$ cat config.mk
export PLATFORM = sky130hd
export DESIGN_NAME = reset_sequencer
export DESIGN_NICKNAME = d
export VERILOG_FILES = /design/src/rtl/reset_pkg.sv /design/src/rtl/seq_counter.sv /design/src/rtl/reset_sequencer.sv
export SDC_FILE = /design/constraint.sdc
export NUM_CORES = 1
export LEC_CHECK = 0
export BUFFER_PORTS_ARGS = -buffer_cell sky130_fd_sc_hd__buf_4
export CAP_MARGIN = 20
export CORE_MARGIN = 2
export CORE_UTILIZATION = 30
export DETAILED_ROUTE_END_ITERATION = 8
export PLACE_DENSITY = 0.57
export SYNTH_ARGS = -nofsm -noshare
export SYNTH_HDL_FRONTEND = slang
export SYNTH_SLANG_ARGS = --single-unit
$ cat constraint.sdc
create_clock -name clk -period 6.8 [get_ports clk]
set_clock_uncertainty 0.15 [all_clocks]
set_input_delay 1.36 -clock clk [delete_from_list [all_inputs] [get_ports clk]]
set_output_delay 1.36 -clock clk [all_outputs]
set_load 0.005 [all_outputs]
$ cat src/rtl/reset_pkg.sv
// Shared types and width helpers for the staged reset sequencer.
package reset_pkg;

    typedef enum logic [1:0] {
        S_HOLD,
        S_DELAY,
        S_ACK,
        S_DONE
    } seq_state_t;

    function automatic int ceil_log2(input int value);
        int w;
        w = 0;
        while ((1 << w) < value) w++;
        return w;
    endfunction

    function automatic int max3(input int a, input int b, input int c);
        int m;
        m = (a > b) ? a : b;
        return (m > c) ? m : c;
    endfunction

endpackage

$ cat src/rtl/seq_counter.sv
// Loadable, clearable up-counter with a terminal-count compare; one instance
// times the hold, inter-stage delay and ack-timeout phases in turn.
module seq_counter
    import reset_pkg::*;
#(
    parameter int W = 8
) (
    input  logic         clk,
    input  logic         rst_n,
    input  logic         clear,
    input  logic         load,
    input  logic [W-1:0] load_value,
    input  logic         inc,
    input  logic [W-1:0] terminal,
    output logic [W-1:0] count,
    output logic         at_terminal
);

    always_ff @(posedge clk) begin
        if (!rst_n) begin
            count <= '0;
        end else if (clear) begin
            count <= '0;
        end else if (load) begin
            count <= load_value;
        end else if (inc) begin
            count <= count + W'(1);
        end
    end

    assign at_terminal = (count == terminal);

endmodule

$ cat src/rtl/reset_sequencer.sv
// Releases NUM_STAGES reset domains in index order, spacing releases by a
// programmable delay and an init-done handshake; lock loss or sw request restarts.
module reset_sequencer
    import reset_pkg::*;
#(
    parameter int NUM_STAGES  = 4,
    parameter int HOLD_CYCLES = 16,
    parameter int STAGE_DELAY = 8,
    parameter int ACK_TIMEOUT = 1024,
    localparam int CNT_W = ceil_log2(max3(HOLD_CYCLES, STAGE_DELAY, ACK_TIMEOUT)) + 1,
    localparam int IDX_W = ceil_log2(NUM_STAGES)
) (
    input  logic                  clk,
    input  logic                  rst_n,
    input  logic                  lock,
    input  logic                  sw_rst_req,
    input  logic [NUM_STAGES-1:0] stage_ack,
    output logic [NUM_STAGES-1:0] stage_rst_n,
    output logic                  seq_done,
    output logic                  timeout_err,
    output logic [IDX_W-1:0]      cur_stage
);

    localparam logic [IDX_W-1:0] LAST_STAGE = IDX_W'(NUM_STAGES - 1);

    seq_state_t            state, state_nxt;
    logic [NUM_STAGES-1:0] stage_nxt;
    logic                  done_nxt, terr_nxt;
    logic [IDX_W-1:0]      cur_nxt;
    logic                  cnt_clear, cnt_inc, cnt_at_term;
    logic [CNT_W-1:0]      cnt_value, cnt_terminal;
    logic                  restart, ack_sel;

    assign restart = !lock || sw_rst_req;
    assign ack_sel = stage_ack[cur_stage];

    seq_counter #(.W(CNT_W)) u_counter (
        .clk        (clk),
        .rst_n      (rst_n),
        .clear      (cnt_clear),
        .load       (1'b0),
        .load_value ('0),
        .inc        (cnt_inc),
        .terminal   (cnt_terminal),
        .count      (cnt_value),
        .at_terminal(cnt_at_term)
    );

    always_comb begin
        cnt_terminal = '0;
        unique case (state)
            S_HOLD:  cnt_terminal = CNT_W'(HOLD_CYCLES - 1);
            S_DELAY: cnt_terminal = CNT_W'(STAGE_DELAY - 1);
            S_ACK:   cnt_terminal = CNT_W'(ACK_TIMEOUT - 1);
            default: cnt_terminal = '0;
        endcase
    end

    always_ff @(posedge clk) begin
        if (!rst_n) begin
            state       <= S_HOLD;
            stage_rst_n <= '0;
            seq_done    <= 1'b0;
            timeout_err <= 1'b0;
            cur_stage   <= '0;
        end else begin
            state       <= state_nxt;
            stage_rst_n <= stage_nxt;
            seq_done    <= done_nxt;
            timeout_err <= terr_nxt;
            cur_stage   <= cur_nxt;
        end
    end

    always_comb begin
        state_nxt = state;
        unique case (state)
            S_HOLD: begin
                if (!restart && cnt_at_term) state_nxt = S_DELAY;
            end
            S_DELAY: begin
                if (restart)          state_nxt = S_HOLD;
                else if (cnt_at_term) state_nxt = S_ACK;
            end
            S_ACK: begin
                if (restart)
                    state_nxt = S_HOLD;
                else if (ack_sel || cnt_at_term)
                    state_nxt = (cur_stage == LAST_STAGE) ? S_DONE : S_DELAY;
            end
            S_DONE: begin
                if (restart) state_nxt = S_HOLD;
            end
            default: state_nxt = S_HOLD;
        endcase
    end

    // Restart outside the hold phase wins over any release or ack on the same edge.
    always_comb begin
        stage_nxt = stage_rst_n;
        done_nxt  = seq_done;
        terr_nxt  = timeout_err;
        cur_nxt   = cur_stage;
        cnt_clear = 1'b0;
        cnt_inc   = 1'b0;
        if (state != S_HOLD && restart) begin
            stage_nxt = '0;
            done_nxt  = 1'b0;
            cur_nxt   = '0;
            cnt_clear = 1'b1;
        end else begin
            unique case (state)
                S_HOLD: begin
                    if (restart) begin
                        cnt_clear = 1'b1;
                    end else if (cnt_at_term) begin
                        stage_nxt = NUM_STAGES'(1);
                        cnt_clear = 1'b1;
                    end else begin
                        cnt_inc = 1'b1;
                    end
                end
                S_DELAY: begin
                    if (cnt_at_term) cnt_clear = 1'b1;
                    else             cnt_inc   = 1'b1;
                end
                S_ACK: begin
                    if (ack_sel || cnt_at_term) begin
                        cnt_clear = 1'b1;
                        if (!ack_sel) terr_nxt = 1'b1;
                        if (cur_stage == LAST_STAGE) begin
                            done_nxt = 1'b1;
                        end else begin
                            stage_nxt = {stage_rst_n[NUM_STAGES-2:0], 1'b1};
                            cur_nxt   = cur_stage + IDX_W'(1);
                        end
                    end else begin
                        cnt_inc = 1'b1;
                    end
                end
                default: ;
            endcase
        end
    end

endmodule

==> results of run 1 <==
## worst paths after layout
check | to | startpoint | depth (start not counted)
worst min register to register | seq_done | seq_done | 2
worst max register to register | u_counter.count[6] | state[1] | 5
worst min-delay path | seq_done | seq_done | 2
worst max-delay path | u_counter.count[8] | stage_ack[3] | 6
## per-stage QoR
stage	hold WS [ns]	area, um^2	utilization [%]	worst slack (ns)
6_report	0.299	1440	35.4	3.69
5_1_grt	0.321	1440	35.4	3.62
4_1_cts	0.303	1440	35.4	3.71
3_5_place_dp	0.290	1390	34.3	3.42
3_3_place_gp	0.287	1390	34.3	3.47
2_1_floorplan	0.292	1280	-	3.65
## flip-flops by register name, summed over array words and instances, names as in the netlist
signal	flops
stage_rst_n	4
timeout_err	1
u_counter.count	11
state	2
cur_stage	2
seq_done	1
## layout make-up
cell class,instances,area [um^2],share of cell area (%)
Clock inverter,1,5.00,0.348
Clock buffer,3,41.3,2.87
Timing Repair Buffer,15,113,7.84
Multi-Input combinational cell,104,779,54.3
Sequential cell,21,420,29.3
Tap cell,50,62.6,4.36
Inverter,4,15.0,1.05
## placed cells by master (no fill, tap or decap), types with 4 or more instances in the layout
cell type / count
nand2_1: 10
or4_1: 8
o21ai_1: 4
nor2_1: 6
inv_1: 4
a21oi_1: 5
dfxtp_1: 21
o31ai_1: 7
a211oi_2: 11
buf_4: 15
nand3_1: 5
## power groups by stage
stage | combinational [mW] | sequential [mW] | clock, mW
finish | 0.0106 | 0.123 | 0.0858
global route | 0.0115 | 0.123 | 0.0950
CTS | 0.0106 | 0.123 | 0.0879
detailed placement | 0.0106 | 0.126 | 0
global placement | 0.0102 | 0.126 | 0
floorplan | 0.00644 | 0.126 | 0
## routing by layer
metal,GRT usage (%),vias up,share of wire [%],wire length [um]
met2,20.1,24,50,1430
met4,5.23,0,1.8,50
met3,3.92,6,3.8,109
met1,14.3,539,44,1260
li1,-,557,-,-
met5,0,-,0,0
## cells by family (layout without fill, tap and decap cells)
kind of cell / after synthesis / in the layout / synth area share [%]
muxes: 2 / 2 / 2.64
and+or+nand+nor: 56 / 56 / 26.8
DFF: 21 / 21 / 32.8
adders and majority gates: 2 / 2 / 1.95
AOI/OAI and AO/OA: 44 / 44 / 29.5
buffers and inverters: 12 / 23 / 6.35
## tightest hold or removal path: stages (launching register included)
cell	delay, ns
dfxtp_1	0.32
inv_1	0.05
a21oi_1	0.05
==> qor.txt, run 1 <==
GRT Overall Usage: 12.1%
cts bufs inserted: 3
first-pass GRT wire length: 4.75 mm
total of max-cap violations: 0
most frequent cell after synthesis: dfxtp_1
CTS max path bufs: 2
sequential area share after synthesis: 32.8%
I/O Pins: 16
Top delay family on crit path: simple AND/OR/NAND/NOR gates
fill cell count: 421
initial antenna violation count: 0
Cell Count, Final, Fillers Out: 198
Post-synth EDFFs: 0
NetSw: 0.0510 mW
Comb power frac: 4.8%
Gate Count Post-Synth: 137
ys async rst share: 0%
Area contributors post-synth: dfxtp_1 (33%), a211oi_2 (11%), or4_1 (4.7%)
global route overflow: 0
clk_lat worst skew: 0.27 ns
cell-internal power: 0.168 mW
Initial Utilization: 31.6%
port bufs: 15
Lkg Pwr: 0.430 nW
status: finished, final reports clean
post-CTS sizing: 0
pin count of the biggest net entering global routing: 33
CTS tree: done
required time of the critical path: 6.84 ns
Root Buffer: clkbuf_8
Post-Syn Nets: 147
Yosys Warn Count: 0
Slew HR: 46.9%
area of the mapped netlist: 0.00128 mm^2
fin nets: 159
dpl hpwl: 2.12 mm
Synth cell types: 43
top cell type's share of synthesized area: 32.8%
power per cell area: 153 mW/mm^2
clk sinks: 21
Worst Max-Slew Pin Slew: 0.797 ns
Bufs and invs on worst path: 1
hold_buf cts: 0
die width: 69.4 um
Die Height: 69.4 um
placed cell count: 194
CP Class: in -> reg
RSZ-0062 raised after global routing: false
Syn-to-layout area delta: 12.1%
DR vias: 1126
Setup TNS Final: 0 ns
FF+latch count, synth: 21
ANT nets after route: 0
HP Class: reg -> reg
H-tree levels: 1
postcts setup bufs: 0
max-slew violations: 0
Final setup viols: 0
drt pass-1 iters: 4
R2R setup slack: 3.96 ns
WL final: 2.85 mm
vias per cell: 5.69
commonest cells in the netlist: dfxtp_1 (21), a211oi_2 (11), nand2_1 (10)
largest fanout on the critical path: 14
Critical-path top delay cell: mux4_2
final hold violations: 0
share of post-route cells with drive strength above 1: 29.1%
CP endpoint kind: flop
CP startpoint kind: input port
die area: 0.00481 mm^2
switching part of the total: 23.2%
vias in the first global route: 1054
minimum clock period: 3.11 ns
Top FF cell, synth: dfxtp_1
Max stage delay on crit path: 0.55 ns
total power: 0.219 mW
RD Place Congestion: 0.851
Wirelength per Cell: 14.4 um
Clock Pin Slew Worst Setup and Hold Paths: 0.08 ns
period utilisation layout: 45.8%
Synth area leader: dfxtp_1
Flop pwr share: 56.1%
Max VDD drop: 0.111 mV
Antenna Cells: 0
cell row count: 23
cells along the critical path: buf_4, mux4_2, o21ai_4, nand2_2, or4_1, a211oi_2
DR iter-0 viols: 39
Arr. time, crit path: 3.15 ns
Peak Freq: 0.321 GHz
Core Region: 0.00406 mm^2
synthesized area per cell: 9.35 um^2
Clock power frac: 39.1%
DR DRC count: 0
No activity file was read; power rests on OpenSTA's default activity.
==> inputs of run 2 (changes only) <==
- ABC_AREA: unset -> 1
- PLACE_DENSITY: 0.57 -> 0.58
- clock period: 6.8 -> 2.6 ns (I/O delays scaled with it)
==> qor.txt, run 2 <==
required time of the critical path: 2.61 ns (-4.23 ns)
fin nets: 253 (+59%)
Synth cell types: 26 (-40%)
Max VDD drop: 0.465 mV (+320%)
postcts setup bufs: 0 (unchanged)
cells along the critical path: nand2_2, inv_2, nand2_1, nand2_1, nand2_1, nor2_1, nand3_1, nand2_1, nand3_2, a21oi_1, nor2_1
DR DRC count: 0 (unchanged)
Antenna Cells: 0 (unchanged)
Lkg Pwr: 0.703 nW (+63%)
area of the mapped netlist: 0.00137 mm^2 (+6.8%)
design area: 0.00157 mm^2 (+9.4%)
Post-Syn Nets: 236 (+61%)
Wirelength per Cell: 9.96 um (-31%)
CP startpoint kind: flop
initial antenna violation count: 0 (unchanged)
synthesized area per cell: 6.06 um^2 (-35%)
global route overflow: 0 (unchanged)
Post-synth EDFFs: 0 (unchanged)
I/O Pins: 16 (unchanged)
most frequent CP cell: nand2_1
largest fanout on the critical path: 22 (+8)
power per cell area: 818 mW/mm^2 (+440%)
port bufs: 15 (unchanged)
max FFs per register: 11 (unchanged)
DP Worst Slack: 0.427 ns (-3.00 ns)
CTS max path bufs: 2 (unchanged)
post-CTS sizing: 0 (unchanged)
FF+latch count, synth: 21 (unchanged)
sequential area share after synthesis: 30.7% (-2.1 points)
Top FF cell, synth: dfxtp_1
Clock Pin Slew Worst Setup and Hold Paths: 0.08 ns (about the same)
die area: 0.00512 mm^2 (+6.4%)
cell row count: 24 (+4.3%)
ys async rst share: 0% (unchanged)
Final Worst Setup Slack: 0.517 ns (-3.17 ns)
Initial Utilization: 31.2% (-0.35 points)
vias in the first global route: 1147 (+8.8%)
minimum clock period: 2.08 ns
Peak Freq: 0.480 GHz
drt pass-1 iters: 4 (unchanged)
final hold violations: 0 (unchanged)
Area contributors post-synth: dfxtp_1 (31%), nand2_1 (15%), nor2_1 (12%)
most common cell after layout, fill and taps aside: nand2_1
HP Class: reg -> reg
Arr. time, crit path: 2.10 ns (-1.05 ns)
CP Class: reg -> reg
dpl hpwl: 2.24 mm (+5.7%)
Setup TNS Final: 0 ns (unchanged)
RD Place Congestion: 0.807 (-5.1%)
Final setup viols: 0 (unchanged)
Core Region: 0.00438 mm^2 (+8.0%)
GRT Overall Usage: 12.9% (+0.75 points)
CP endpoint kind: flop
Multi-input gate area: 805 um^2 (+3.2%)
Largest Register: u_counter.count
RSZ-0062 raised after global routing: false
clk_lat worst skew: 0.27 ns (about the same)
period utilisation layout: 80.1%
Syn-to-layout area delta: 14.8%
H-tree levels: 1 (unchanged)
commonest cells in the netlist: nand2_1 (55), nor2_1 (43), inv_1 (26)
Root Buffer: clkbuf_8
Die Height: 71.5 um (+3.2%)
first-pass GRT wire length: 5.25 mm (+11%)
ANT nets after route: 0 (unchanged)
Worst Max-Slew Pin Slew: 0.443 ns (-0.353 ns)
top cell type's share of synthesized area: 30.7% (-2.1 points)
pin count of the biggest net entering global routing: 23 (-30%)
area post-placement: 0.00153 mm^2 (+9.7%)
vias per cell: 4.54 (-20%)
Slew HR: 70.4% (+24 points)
hold_buf cts: 0 (unchanged)
Top Registers: u_counter.count (11), stage_rst_n (4)
CTS tree: done
Synth area leader: dfxtp_1
Gate Count Post-Synth: 226 (+65%)
Max stage delay on crit path: 0.51 ns (-0.04 ns)
total of max-cap violations: 0 (unchanged)
share of post-route cells with drive strength above 1: 16.9% (-12 points)
FF+latch area: 420 um^2 (unchanged)
Yosys Warn Count: 0 (unchanged)
die width: 71.5 um (+3.2%)
most frequent cells in the layout: nand2_1 (55), nor2_1 (43), inv_1 (26), nand3_1 (25), dfxtp_1 (21)
WL final: 2.93 mm (+2.7%)
DR iter-0 viols: 111 (+180%)
cts bufs inserted: 3 (unchanged)
Critical-path top delay cell: dfxtp_1
clk sinks: 21 (unchanged)
max-slew violations: 0 (unchanged)
most frequent cell after synthesis: nand2_1
DR vias: 1336 (+19%)
status: finished, final reports clean
fill cell count: 501 (+19%)
==> run 2: cell types whose count changed after synthesis, sizes merged, moves of 4 or more <==
| cell | previous run | this run |
|---|---|---|
| nand3 | 5 | 28 |
| inv | 4 | 32 |
| o31ai | 7 | 0 |
| a211oi | 11 | 0 |
| or4 | 8 | 0 |
| a21oi | 5 | 19 |
| o21ai | 8 | 4 |
| nor2 | 6 | 47 |
| buf | 7 | 3 |
| nand2 | 11 | 62 |
==> run 2: worst paths after layout <==
check	to	slack, ns	cells past startpoint	start
worst min register to register	timeout_err	0.30	2	timeout_err
worst max register to register	u_counter.count[1]	0.52	11	state[1]
worst min-delay path	timeout_err	0.30	2	timeout_err
worst max-delay path	u_counter.count[1]	0.52	11	state[1]
==> run 2: power by group <==
part           switching (mW)  internal, mW
Clock                   0.114         0.107
Combinational           0.428         0.208
Sequential             0.0639         0.364
==> run 2: kinds of logic (layout without fill, tap and decap cells) <==
family / Yosys count / after routing / share of synthesized area (%)
AO/OA/AOI/OAI: 24 / 24 / 9.23
buffers and inverters: 35 / 51 / 10.5
flip-flops: 21 / 21 / 30.7
XOR/XNOR: 1 / 1 / 0.640
AND/OR/NAND/NOR: 143 / 143 / 47.1
adder cells (fa/ha/maj): 2 / 2 / 1.83
==> run 2: stage by stage <==
step,std cells,util (%),power [mW],hold slack [ns]
floorplan,226,-,0.955,0.293
global placement,290,34.8,1.07,0.291
detailed placement,290,34.8,1.08,0.291
CTS,294,35.8,1.30,0.304
global route,294,35.8,1.43,0.324
finish,294,35.8,1.29,0.299
==> run 2: area by class of cell <==
cell class | count | area share (%)
timing repair buffer | 15 | 7.17
tap | 52 | 4.14
clock inverter | 1 | 0.318
clock buffer | 3 | 2.63
inverter | 32 | 7.80
multi-input combinational | 170 | 51.2
sequential | 21 | 26.8
==> run 2: per-layer routing <==
| metal | up-vias | part of all wire [%] | global-route usage (%) |
|---|---|---|---|
| met1 | 574 | 53 | 17.8 |
| met2 | 14 | 44 | 20.1 |
| met3 | 4 | 2.2 | 2.95 |
| li1 | 744 | - | - |
| met5 | - | 0 | 0 |
| met4 | 0 | 1.3 | 3.77 |
==> run 2: worst max-delay path: cells and delay by family, from the launching register on <==
family                 cells  cell delay [ns]
and+or+nand+nor            9             0.93
AOI/OAI and AO/OA          1             0.25
DFF                        1             0.51
buffers and inverters      1             0.11
